<file path="config.mk">
export PLATFORM = sky130hd
export DESIGN_NAME = range_binner_nb
export DESIGN_NICKNAME = d
export VERILOG_FILES = /design/src/rtl/range_binner_nb.sv
export SDC_FILE = /design/constraint.sdc
export NUM_CORES = 1
export LEC_CHECK = 0
export CORE_MARGIN = 4
export CORE_UTILIZATION = 51
export CTS_CLUSTER_DIAMETER = 60
export DETAILED_ROUTE_END_ITERATION = 10
export GPL_TIMING_DRIVEN = 0
export PLACE_DENSITY = 0.73
export RECOVER_POWER = 50
export SLEW_MARGIN = 20
export SYNTH_ARGS = -nofsm -noshare
export SYNTH_HDL_FRONTEND = slang
export SYNTH_SLANG_ARGS = --single-unit
</file>
<file path="constraint.sdc">
create_clock -name clk -period 5.7 [get_ports clk]
set_input_delay 1.14 -clock clk [delete_from_list [all_inputs] [get_ports clk]]
set_output_delay 1.14 -clock clk [all_outputs]
set_load 0.02 [all_outputs]
</file>
<file path="src/rtl/range_binner_nb.sv">
// Single-pass threshold binner: scans a 2^A-word source memory, stably partitions
// the words into low/mid/high buffers and exposes per-bin counts plus a masked readback port.
module range_binner_nb #(
  parameter int N = 8,
  parameter int A = 4
) (
  input  logic         clk,
  input  logic         clr,
  input  logic         start,
  input  logic [N-1:0] lo_th,
  input  logic [N-1:0] hi_th,
  output logic [A-1:0] src_addr,
  input  logic [N-1:0] src_data,
  output logic         busy,
  output logic         done,
  output logic [A:0]   cnt_lo,
  output logic [A:0]   cnt_mid,
  output logic [A:0]   cnt_hi,
  input  logic [1:0]   rd_bin,
  input  logic [A-1:0] rd_addr,
  output logic [N-1:0] rd_data
);

  localparam int D = 1 << A;

  localparam logic [1:0] IDLE = 2'd0;
  localparam logic [1:0] SCAN = 2'd1;
  localparam logic [1:0] DONE = 2'd2;

  localparam logic [1:0] BIN_LO  = 2'd0;
  localparam logic [1:0] BIN_MID = 2'd1;
  localparam logic [1:0] BIN_HI  = 2'd2;

  logic [1:0]   state;
  logic [1:0]   sel;
  logic         scan_we;
  logic [N-1:0] rd_word;

  logic [N-1:0] mem_lo  [D];
  logic [N-1:0] mem_mid [D];
  logic [N-1:0] mem_hi  [D];

  assign busy    = (state == SCAN);
  assign done    = (state == DONE);
  assign scan_we = busy && !clr;

  // Low test wins, so inverted thresholds leave the mid bin empty.
  always_comb begin
    // NOTE: default assignment first so no path through this block infers a latch.
    sel = BIN_MID;
    if (src_data < lo_th)
      sel = BIN_LO;
    else if (src_data > hi_th)
      sel = BIN_HI;
  end

  always_ff @(posedge clk) begin
    if (clr) begin
      // NOTE: sequential state is updated with non-blocking assignments only.
      state    <= IDLE;
      src_addr <= '0;
      cnt_lo   <= '0;
      cnt_mid  <= '0;
      cnt_hi   <= '0;
    end else begin
      case (state)
        SCAN: begin
          src_addr <= src_addr + A'(1);
          case (sel)
            BIN_LO:  cnt_lo  <= cnt_lo  + (A+1)'(1);
            BIN_HI:  cnt_hi  <= cnt_hi  + (A+1)'(1);
            default: cnt_mid <= cnt_mid + (A+1)'(1);
          endcase
          if (src_addr == '1)
            state <= DONE;
        end
        IDLE, DONE: begin
          if (start) begin
            state    <= SCAN;
            src_addr <= '0;
            cnt_lo   <= '0;
            cnt_mid  <= '0;
            cnt_hi   <= '0;
          end
        end
        default: state <= IDLE;
      endcase
    end
  end

  // NOTE: buffers carry no reset; stale words are hidden by the count mask on readback.
  always_ff @(posedge clk) begin
    if (scan_we) begin
      case (sel)
        BIN_LO:  mem_lo[cnt_lo[A-1:0]]   <= src_data;
        BIN_HI:  mem_hi[cnt_hi[A-1:0]]   <= src_data;
        default: mem_mid[cnt_mid[A-1:0]] <= src_data;
      endcase
    end
  end

  // Readback only exposes slots below the bin's current count.
  always_comb begin
    rd_word = '0;
    case (rd_bin)
      BIN_LO:  if ({1'b0, rd_addr} < cnt_lo)  rd_word = mem_lo[rd_addr];
      BIN_MID: if ({1'b0, rd_addr} < cnt_mid) rd_word = mem_mid[rd_addr];
      BIN_HI:  if ({1'b0, rd_addr} < cnt_hi)  rd_word = mem_hi[rd_addr];
      default: rd_word = '0;
    endcase
  end

  always_ff @(posedge clk) begin
    if (clr)
      rd_data <= '0;
    else
      rd_data <= rd_word;
  end

endmodule
</file>
==> results_dict.tcl, run 1 <==
set metrics [dict create \
    io_buffer_count 59 \
    totalWireLength_um 39100 \
    critPathLaunchType "input port" \
    path_clk_slew_ps 60 \
    ios 62 \
    insertion_delay_ps 530 \
    grt_setup_unrepaired "false" \
    grt_max_degree 49 \
    synth-edff-count 384 \
    dr.pass1.iters 5 \
    hold-path-cell-count 2 \
    rows 66 \
    vias 9111 \
    wl_per_cell_um 25.8 \
    synth_top_cell_by_area "edfxtp_1" \
    area_growth_pct 14.7 \
    endpoint_kind "flop" \
    final_cell_mix "edfxtp_1, mux4_2, nand2_1" \
    ant_nets 0 \
    drt_iter0_markers 935 \
    drv_slew 67 \
    syn-instance-count 935 \
    worstPathArrival_ps 4780 \
    power.leakage_uw 0.00642 \
    clock_sinks 413 \
    yosys_warnings 0 \
    period_minus_slack_ps 4640 \
    critPathMaxFanout 26 \
    hold_path_class "flop to flop" \
    final_common_cell "edfxtp_1" \
    async_flop_share_pct 0 \
    synth.avg_cell_area_um2 18.2 \
    status "finished with violations" \
    htreeDepth 2 \
    setup_viol 0 \
    die_y_um 190 \
    cts_max_path_buffers 3 \
    synth_cell_types 47 \
    viasPerCell 6.01 \
    timing.rr.start "state[0]" \
    grt.overflow.total 0 \
    ys_seq_area_share_pct 71.4 \
    synth_nets 1005 \
    fp.dieArea_um2 36300 \
    grt_pass1_wl_um 58600 \
    hold_buffers 0 \
    synth_area_um2 17000 \
    drc 0 \
    initial_core_util_pct 51.9 \
    rrSetupSlack_ps 2710 \
    die_x_um 190 \
    postCtsSetupRepairBufs 0 \
    hold_start "cnt_lo[4]" \
    cts_made_buffers 41 \
    ctsResizeCount 0 \
    gp_congestion 0.858 \
    max-vdd-ir-drop_mv 0.171 \
    grt_most_used_layer "met2" \
    global_route.usage.met1_pct 31.7 \
    slew_headroom_pct -3.05 \
    timing.rr.end "mem_lo[6][3]" \
    ys_top_cells_by_area "edfxtp_1, mux4_2, dfxtp_1, ha_1, mux2i_1" \
    crit_required_ps 5840 \
    place_ws_ps 872 \
    diodes 0 \
    crit_type "input port to flop" \
    reg2reg_depth 5 \
    fmax_mhz 215 \
    cts_root_buf "clkbuf_16" \
    worst_pin_slew_ps 1550 \
    met3_usage_pct 4.21 \
    hold_ws_ps 525 \
    layout_setup_ws_ps 1060 \
    finalCritPeriodShare_pct 81.4 \
    min_to "cnt_lo[4]" \
    synth_top_area_share_pct 67.9 \
    clock-skew-final_ps 19.0 \
    synthFlopType "edfxtp_1" \
    ys_ff_latch 413 \
    final_net_count 1115 \
    finalHoldViolCount 0 \
    power.density_nw_per_um2 322 \
    core_area_um2 32700 \
    hpwl_um 26400 \
    grt.total_usage_pct 21.9 \
    global_route.usage.met2_pct 35.0 \
    max_cap_violations 2 \
    drive_above_1_share_pct 17.4 \
    violations "capacitance limit, slew limit" \
    grt_pass1_vias 9208 \
    grt_antenna_before_repair 1 \
    cts_tree "done" \
]
[logic make-up after synthesis]
family	Yosys count	synth area share (%)
XOR/XNOR	3	0.155
AND/OR/NAND/NOR	165	4.84
AO/OA/AOI/OAI	115	4.52
adder cells (fa/ha/maj)	37	2.73
flip-flops	413	71.4
multiplexers	122	14.3
buffers and inverters	80	2.13
[how the worst max path moves through the flow]
| stage | start | endpoint | slack (ps) | depth (start not counted) |
|---|---|---|---|---|
| 6_report | src_data[3] | mem_lo[6][3] | 1060 | 9 |
| 5_1_grt | src_data[3] | mem_hi[10][5] | 690 | 9 |
| 3_3_place_gp | src_data[1] | mem_hi[3][0] | -640 | 8 |
| 4_1_cts | src_data[3] | mem_hi[0][5] | 1410 | 9 |
| 2_1_floorplan | hi_th[1] | mem_hi[3][0] | 2120 | 8 |
| 3_5_place_dp | src_data[3] | mem_hi[0][0] | 870 | 9 |
[registers in the layout (all words and copies together), names as in the netlist]
signal    flops
src_addr      4
cnt_mid       5
cnt_lo        5
mem_lo      128
state         2
mem_mid     128
mem_hi      128
cnt_hi        5
rd_data       8
[through the flow]
step / TNS (ps) / utilization [%] / area, µm² / total power [µW] / instances
floorplan: 0 / - / 17000 / 3590 / 935
global route: 0 / 59.5 / 19500 / 6460 / 1517
CTS: 0 / 59.9 / 19600 / 6300 / 1517
detailed placement: 0 / 56.0 / 18300 / 3760 / 1444
global placement: -44640 / 55.4 / 18100 / 3750 / 1436
finish: 0 / 59.5 / 19500 / 6270 / 1517
[synth_stat cells, types with 8 or more instances]
master	instances
a211oi_1	24
a21oi_1	42
a22oi_1	8
and3_1	13
clkbuf_1	20
dfxtp_1	29
edfxtp_1	384
ha_1	37
inv_1	37
mux2i_1	26
mux4_2	96
nand2_1	45
nor2_1	40
nor2b_1	26
nor3_1	9
o21ai_0	8
[critical path, stage by stage]
cell and delay [ps]:
clkbuf_1 940, buf_16 260, ha_1 250, o21ai_0 90
a21oi_2 90, a211oi_1 710, and2_1 290, nand2_1 220
nor2_1 760
[power breakdown]
group          internal, µW  leakage, µW  switching (µW)
clock                  1500     0.000624            1080
combinational           141      0.00211             218
sequential             3320      0.00369            6.00
total                  4960      0.00642            1310
[routing by layer]
metal	share of wire [%]	vias to the layer above	wire length, µm
met5	0.036	-	14
met4	2.4	2	928
met3	8.2	60	3190
met2	48	423	18700
met1	42	4651	16200
li1	-	3975	-
[layout make-up]
| cell class | count | area [µm²] |
|---|---|---|
| plain buffers | 41 | 215 |
| repair buffers | 67 | 634 |
| fillers | 2417 | 13200 |
| multi-input cells | 442 | 4530 |
| flip-flops and latches | 413 | 12100 |
| clock inverters | 19 | 169 |
| well taps | 442 | 553 |
| clock buffers | 54 | 1100 |
| inverters | 39 | 146 |
(Power assumes the default switching activity.)
==> inputs of run 2 (changes only) <==
--- a/config.mk
+++ b/config.mk
@@ -10,7 +10,7 @@
 export CTS_CLUSTER_DIAMETER = 60
 export DETAILED_ROUTE_END_ITERATION = 10
 export GPL_TIMING_DRIVEN = 0
-export PLACE_DENSITY = 0.73
+export PLACE_DENSITY = 0.76
 export RECOVER_POWER = 50
 export SLEW_MARGIN = 20
 export SYNTH_ARGS = -nofsm -noshare
==> constraint.sdc (replaced) <==
create_clock -name clk -period 3.9 [get_ports clk]
set_input_delay 0.78 -clock clk [delete_from_list [all_inputs] [get_ports clk]]
set_output_delay 0.78 -clock clk [all_outputs]
set_load 0.02 [all_outputs]
==> run 2 against run 1 <==
Effect of this change: the run still ends with capacitance limit, slew limit left; sequential power increased by 46%; non-clock buffer count increased by 1; clock power increased by 49%; largest power group unchanged.
==> results_dict.tcl, run 2 (same netlist as run 1, synthesis figures left out) <==
set metrics [dict create \
    worst_pin_slew_ps 1790 \
    status "finished with violations" \
    drt_iter0_markers 953 \
    rrSetupSlack_ps 1010 \
    endpoint_kind "flop" \
    insertion_delay_ps 530 \
    finalHoldViolCount 0 \
    crit_required_ps 4050 \
    die_x_um 190 \
    violations "capacitance limit, slew limit" \
    wl_per_cell_um 25.9 \
    final_cell_mix "edfxtp_1, mux4_2, nand2_1" \
    reg2reg_depth 7 \
    multi_input_area_um2 4550 \
    final_common_cell "edfxtp_1" \
    postCtsSetupRepairBufs 0 \
    power.density_nw_per_um2 474 \
    power.leakage_uw 0.00645 \
    area_growth_pct 15.0 \
    max_cap_violations 3 \
    clock-skew-final_ps 13.1 \
    final_net_count 1116 \
    timing.rr.end "rd_data[6]" \
    worstPathArrival_ps 3790 \
    crit_type "input port to flop" \
    ctsResizeCount 0 \
    final_cells 1518 \
    period_minus_slack_ps 3650 \
    cts_max_path_buffers 3 \
    endpoint "mem_hi[10][2]" \
    initial_core_util_pct 51.9 \
    hpwl_um 26400 \
    drive_above_1_share_pct 17.9 \
    fp.dieArea_um2 36300 \
    critPathMaxFanout 30 \
    grt.total_usage_pct 22.1 \
    setup_viol 0 \
    ios 62 \
    finalCoreUtilization_pct 59.7 \
    hold-path-cell-count 2 \
    viasPerCell 6.08 \
    drc 0 \
    grt_antenna_before_repair 0 \
    vias 9225 \
    timing.rr.start "cnt_lo[2]" \
    htreeDepth 2 \
    clock_sinks 413 \
    path_clk_slew_ps 60 \
    fmax_mhz 274 \
    place_ws_ps -342 \
    core_area_um2 32700 \
    grt_max_degree 45 \
    grt_setup_unrepaired "false" \
    drv_slew 111 \
    die_y_um 190 \
    dpl.cell_count 1445 \
    grt_pass1_wl_um 59800 \
    cts_made_buffers 41 \
    finalCritPeriodShare_pct 93.5 \
    grt_pass1_vias 9486 \
    rows 66 \
    ant_nets 0 \
    critPathLaunchType "input port" \
    io_buffer_count 59 \
    max-vdd-ir-drop_mv 0.299 \
    dr.pass1.iters 6 \
    totalWireLength_um 39300 \
    hold_buffers 0 \
    grt.overflow.total 0 \
    tns_ps 0 \
    layout_setup_ws_ps 254 \
    cts_tree "done" \
    hold_path_class "flop to flop" \
    regArea_um2 12100 \
    slew_headroom_pct -19.7 \
    setup.worst_path.start "src_data[5]" \
    diodes 0 \
    cts_root_buf "clkbuf_16" \
    nFillCells 2395 \
    gp_congestion 0.863 \
]
## run 2: through the flow
| stage | instance area (µm²) | power, µW | hold WS (ps) |
|---|---|---|---|
| 4_1_cts | 19600 | 9300 | 523 |
| 3_5_place_dp | 18300 | 5490 | 513 |
| 5_1_grt | 19500 | 9520 | 560 |
| 6_report | 19500 | 9240 | 517 |
| 3_3_place_gp | 18100 | 5470 | 505 |
| 2_1_floorplan | 17000 | 5250 | 497 |
## run 2: layer usage
metal,GRT usage (%),share of wire (%),vias up
met2,35.9,49,511
li1,-,-,3977
met1,31.7,40,4660
met4,5.58,2.5,0
met3,4.05,9.1,77
met5,0,0,-
## run 2: critical path, stage by stage
cell       delay, ps
buf_2            400
buf_12           260
ha_1             270
nand4_1          140
nor2_1            60
a211o_1          310
a2111oi_2        580
nand2_1          230
nor2_1           750
## run 2: worst min path at each step
stage	start	to
2_1_floorplan	state[0]	cnt_mid[1]
3_3_place_gp	cnt_hi[4]	cnt_hi[4]
3_5_place_dp	cnt_hi[4]	cnt_hi[4]
4_1_cts	cnt_hi[4]	cnt_hi[4]
5_1_grt	cnt_hi[4]	cnt_hi[4]
6_report	cnt_hi[4]	cnt_hi[4]
## run 2: power by group
group | internal (µW) | leakage [µW] | switching [µW]
combinational | 205 | 0.00212 | 322
clock | 2270 | 0.000638 | 1580
sequential | 4850 | 0.00369 | 9.10
total | 7320 | 0.00645 | 1920
## run 2: cell type report
type,count,share of cell area [%]
inverters,39,0.750
clock inverters,23,1.05
repair buffers,68,3.21
plain buffers,41,1.10
multi-input cells,442,23.3
flip-flops and latches,413,62.1
clock buffers,50,5.65
well taps,442,2.83
==> inputs of run 3 (changes only) <==
--- a/config.mk
+++ b/config.mk
@@ -7,7 +7,8 @@
 export LEC_CHECK = 0
 export CORE_MARGIN = 4
 export CORE_UTILIZATION = 51
-export CTS_CLUSTER_DIAMETER = 60
+export CTS_CLUSTER_DIAMETER = 100
+export CTS_CLUSTER_SIZE = 20
 export DETAILED_ROUTE_END_ITERATION = 10
 export GPL_TIMING_DRIVEN = 0
 export PLACE_DENSITY = 0.76
==> run 3 against run 2 <==
Effect of this change: the flow still finishes with violations (capacitance limit, slew limit); sequential share of layout area is 2.0 points higher; via count is 1.9% lower; setup slack worse by 55 ps; largest cell class unchanged; clock skew is 1.7 ps lower; utilization is 1.9 points lower; power is 14% lower; combinational power hardly changed; clock power is 33% lower; non-clock buffer count stayed put; wire length is 2.4% lower; largest power group unchanged; cell area is 3.1% lower; maximum frequency is 1.5% lower.
==> results_dict.tcl, run 3 (same netlist as run 1, synthesis figures left out) <==
set metrics [dict create \
    status "finished with violations" \
    violations "capacitance limit, slew limit" \
    insertion_delay_ps 540 \
    worst-path-stages 9 \
    final_area_um2 18900 \
    placed_cell_area_um2 18300 \
    regArea_um2 12100 \
    io_buffer_count 59 \
    grt.total_usage_pct 21.5 \
    critPathBufInv 2 \
    final_common_cell "edfxtp_1" \
    path_cells "buf_2 -> buf_12 -> ha_1 -> nand4_1 -> nor2_1 -> a211o_1 -> a2111oi_2 -> nand2_1 -> nor2_1" \
    final_cell_mix "edfxtp_1, mux4_2, nand2_1, clkbuf_1, a21oi_1" \
    hold-path-cell-count 2 \
    fmax_mhz 270 \
    clock-skew-final_ps 11.4 \
    grt_pass1_wl_um 58000 \
    critPathLaunchType "input port" \
    tns_ps 0 \
    cts_tree "done" \
    max_stage_delay_ps 790 \
    critPathMaxFanout 30 \
    vias 9048 \
    finalCoreUtilization_pct 57.8 \
    postCtsSetupRepairBufs 0 \
    cts_max_path_buffers 3 \
    die_x_um 190 \
    drc 0 \
    rows 66 \
    grt_antenna_before_repair 1 \
    die_y_um 190 \
    crit_required_ps 4060 \
    finalHoldViolCount 0 \
    power.density_nw_per_um2 421 \
    totalWireLength_um 38400 \
    drv_slew 110 \
    final_net_count 1099 \
    initial_core_util_pct 51.9 \
    crit_slowest_cell "nor2_1" \
    ios 62 \
    crit_type "input port to flop" \
    gp_congestion 0.863 \
    nFillCells 2462 \
    grt_max_degree 45 \
    ant_nets 0 \
    drive_above_1_share_pct 15.7 \
    htreeDepth 1 \
    core_area_um2 32700 \
    cts_root_buf "clkbuf_16" \
    dr.pass1.iters 5 \
    reg2reg_depth 7 \
    drt_iter0_markers 989 \
    slew_headroom_pct -17.3 \
    cts_made_buffers 24 \
    fp.dieArea_um2 36300 \
    finalCritPeriodShare_pct 94.9 \
    grt_pass1_vias 9233 \
    hold_path_class "flop to flop" \
    crit_path_frequent_cell "nor2_1" \
    hpwl_um 26400 \
    max-vdd-ir-drop_mv 0.288 \
    worstPathArrival_ps 3860 \
    power.leakage_uw 0.00613 \
    area_growth_pct 11.4 \
    clock_sinks 413 \
    setup_viol 0 \
    diodes 0 \
    multi_input_area_um2 4550 \
    period_minus_slack_ps 3700 \
    crit_family "simple AND/OR/NAND/NOR gates" \
    viasPerCell 6.08 \
    path_clk_slew_ps 80 \
    worst_pin_slew_ps 1760 \
    max_cap_violations 3 \
    endpoint_kind "flop" \
    wl_per_cell_um 25.8 \
    grt.overflow.total 0 \
]
## run 3: per-stage QoR
| step | total power [µW] | instances | hold slack, ps | setup WS (ps) |
|---|---|---|---|---|
| after global routing | 8210 | 1489 | 564 | -1.24 |
| after global placement | 5470 | 1436 | 505 | -2110 |
| after detailed placement | 5490 | 1445 | 513 | -342 |
| after floorplan | 5250 | 935 | 497 | 680 |
| after CTS | 7980 | 1489 | 527 | 208 |
| final | 7950 | 1489 | 521 | 200 |
## run 3: routing by layer
layer | GRT usage (%) | routed length [µm] | vias to the layer above
met5 | 0 | 11 | -
met1 | 30.6 | 15400 | 4621
met4 | 4.67 | 842 | 2
li1 | - | - | 3919
met3 | 5.03 | 3620 | 59
met2 | 34.5 | 18500 | 447
## run 3: path summary, 6_finish.rpt
kind	startpoint	end	slack, ps
worst max register to register	cnt_lo[2]	rd_data[6]	1130
worst max-delay path	src_data[5]	mem_hi[15][2]	200
worst min-delay path	cnt_hi[4]	cnt_hi[4]	520
worst min register to register	cnt_hi[4]	cnt_hi[4]	520
## run 3: final cells by class
| class | instances | area share [%] |
|---|---|---|
| clock buffer | 43 | 3.67 |
| clock inverter | 1 | 0.0463 |
| multi-input combinational | 442 | 24.1 |
| timing repair buffer | 68 | 3.32 |
| sequential | 413 | 64.1 |
| tap | 442 | 2.93 |
| inverter | 39 | 0.774 |
| buffer | 41 | 1.14 |
## run 3: worst min-delay path, delay by kind of cell, from the launching register on
kind	cells	cell delay, ps
DFF	1	350
AOI/OAI and AO/OA	2	140
## run 3: repair_timing
action                     in CTS  in global routing
setup endpoints to repair       0                  6
hold buffers                    0                  0
resized for setup               0                  1
## run 3: power by group
| part | switching [µW] | internal (µW) |
|---|---|---|
| logic | 321 | 205 |
| registers | 9.06 | 4840 |
| clock network | 1360 | 1210 |
| total | 1690 | 6260 |
==> edit (config.mk and constraints of run 3) <==
Set the parameter `N` to 16 (it was 8).
--- a/src/rtl/range_binner_nb.sv
+++ b/src/rtl/range_binner_nb.sv
@@ -1,7 +1,7 @@
 // Single-pass threshold binner: scans a 2^A-word source memory, stably partitions
 // the words into low/mid/high buffers and exposes per-bin counts plus a masked readback port.
 module range_binner_nb #(
-  parameter int N = 8,
+  parameter int N = 16,
   parameter int A = 4
 ) (
   input  logic         clk,
Interface: changed (resized hi_th, lo_th, rd_data and src_data); port bits go from 62 to 94. The function was not compared with the original's and may differ.
==> edit against run 3 <==
  * The run still ends with capacitance limit, slew limit left
  * Final area rose by 96%
  * Sequential share of layout area increased by 0.053 points
  * Critical path depth is 4 higher
  * Maximum frequency fell by 4.4%
  * Worst setup slack lost 0.17 ns
  * Final cell count is 76% higher
  * Total power grew 95%
  * Combinational power up 100%
  * Register-to-register slack worse by 0.50 ns
  * Area after synthesis rose by 89%
  * Clock power rose by 93%
  * Via count is 80% higher
  * Critical path type unchanged
  * Sequential cell count up 392
  * Largest cell class unchanged
  * Wire length grew 99%
==> edit: results <==
group,metric,value,unit
placed_design,place.detailed.hpwl,55.07,mm
routing,finalWirelength,76.31,mm
finish,fin_nets,1852,
placed_design,dp_slack,-1.174,ns
global_route,global_route.usage.total,0.2305,
timing,timing.max_slew.rel_slack,-0.3821,
timing,timing.clock.skew,0.02807,ns
routing,met1Wirelength,28.96,mm
outcome,outcome,"finished with violations",
worst_setup_path,timing.critical_path.max_delay_family,"buffers and inverters",
flow_run,maxCapViolCount,2,
synthesis,synth_fp_nets,1603,
finish,ff_latch_area,23800,um^2
timing,slew_viol_final,78,
synthesis,synth-edff-count,768,
routing,met2_wirelength_from_detailed_routing,37.97,mm
outcome,failed_checks,"capacitance limit, slew limit",
synthesis,netlist_instances,1493,
clock_network,post_cts_resize_count,16,
clock_network,cts_max_level,2,
clock_network,clkLatencyLatePin,0.62,ns
clock_network,cts_made_buffers,46,
finish,n_all_buffers,277,
finish,clk_share,0.03613,
synthesis,synth-seq-area-share,0.7409,
finish,layout-drive-gt1-share,0.2876,
synthesis,ys_top_cells_by_area,"sky130_fd_sc_hd__edfxtp_1 (72%), sky130_fd_sc_hd__mux4_2 (17%), sky130_fd_sc_hd__dfxtp_1 (2.3%)",
hold_path,hold_path_class,"input pin to flop",
-- edit: logic make-up after synthesis --
kind of cell    Yosys count  share of synthesized area
flops                   805                     0.7409
compound gates           86                    0.02037
fa+ha+maj                53                    0.02064
simple gates            144                    0.02504
xor+xnor                  5                   0.001363
mux                     249                     0.1712
buf+inv                 151                    0.02052
-- edit: path summary, 6_finish.rpt --
| kind | cells past startpoint | to | start | slack [ns] |
|---|---|---|---|---|
| min | 1 | mem_lo[13][11] | src_data[11] | 0.55 |
| max reg2reg | 8 | rd_data[11] | cnt_lo[2] | 0.63 |
| max | 13 | mem_mid[5][10] | hi_th[13] | 0.03 |
| min reg2reg | 2 | state[1] | src_addr[3] | 0.55 |
-- edit: where the power goes --
group          switching (W)  leakage (nW)  internal (W)
sequential        0.00000987          7.20       0.00947
clock                0.00266         0.639       0.00228
combinational       0.000631          4.00      0.000437
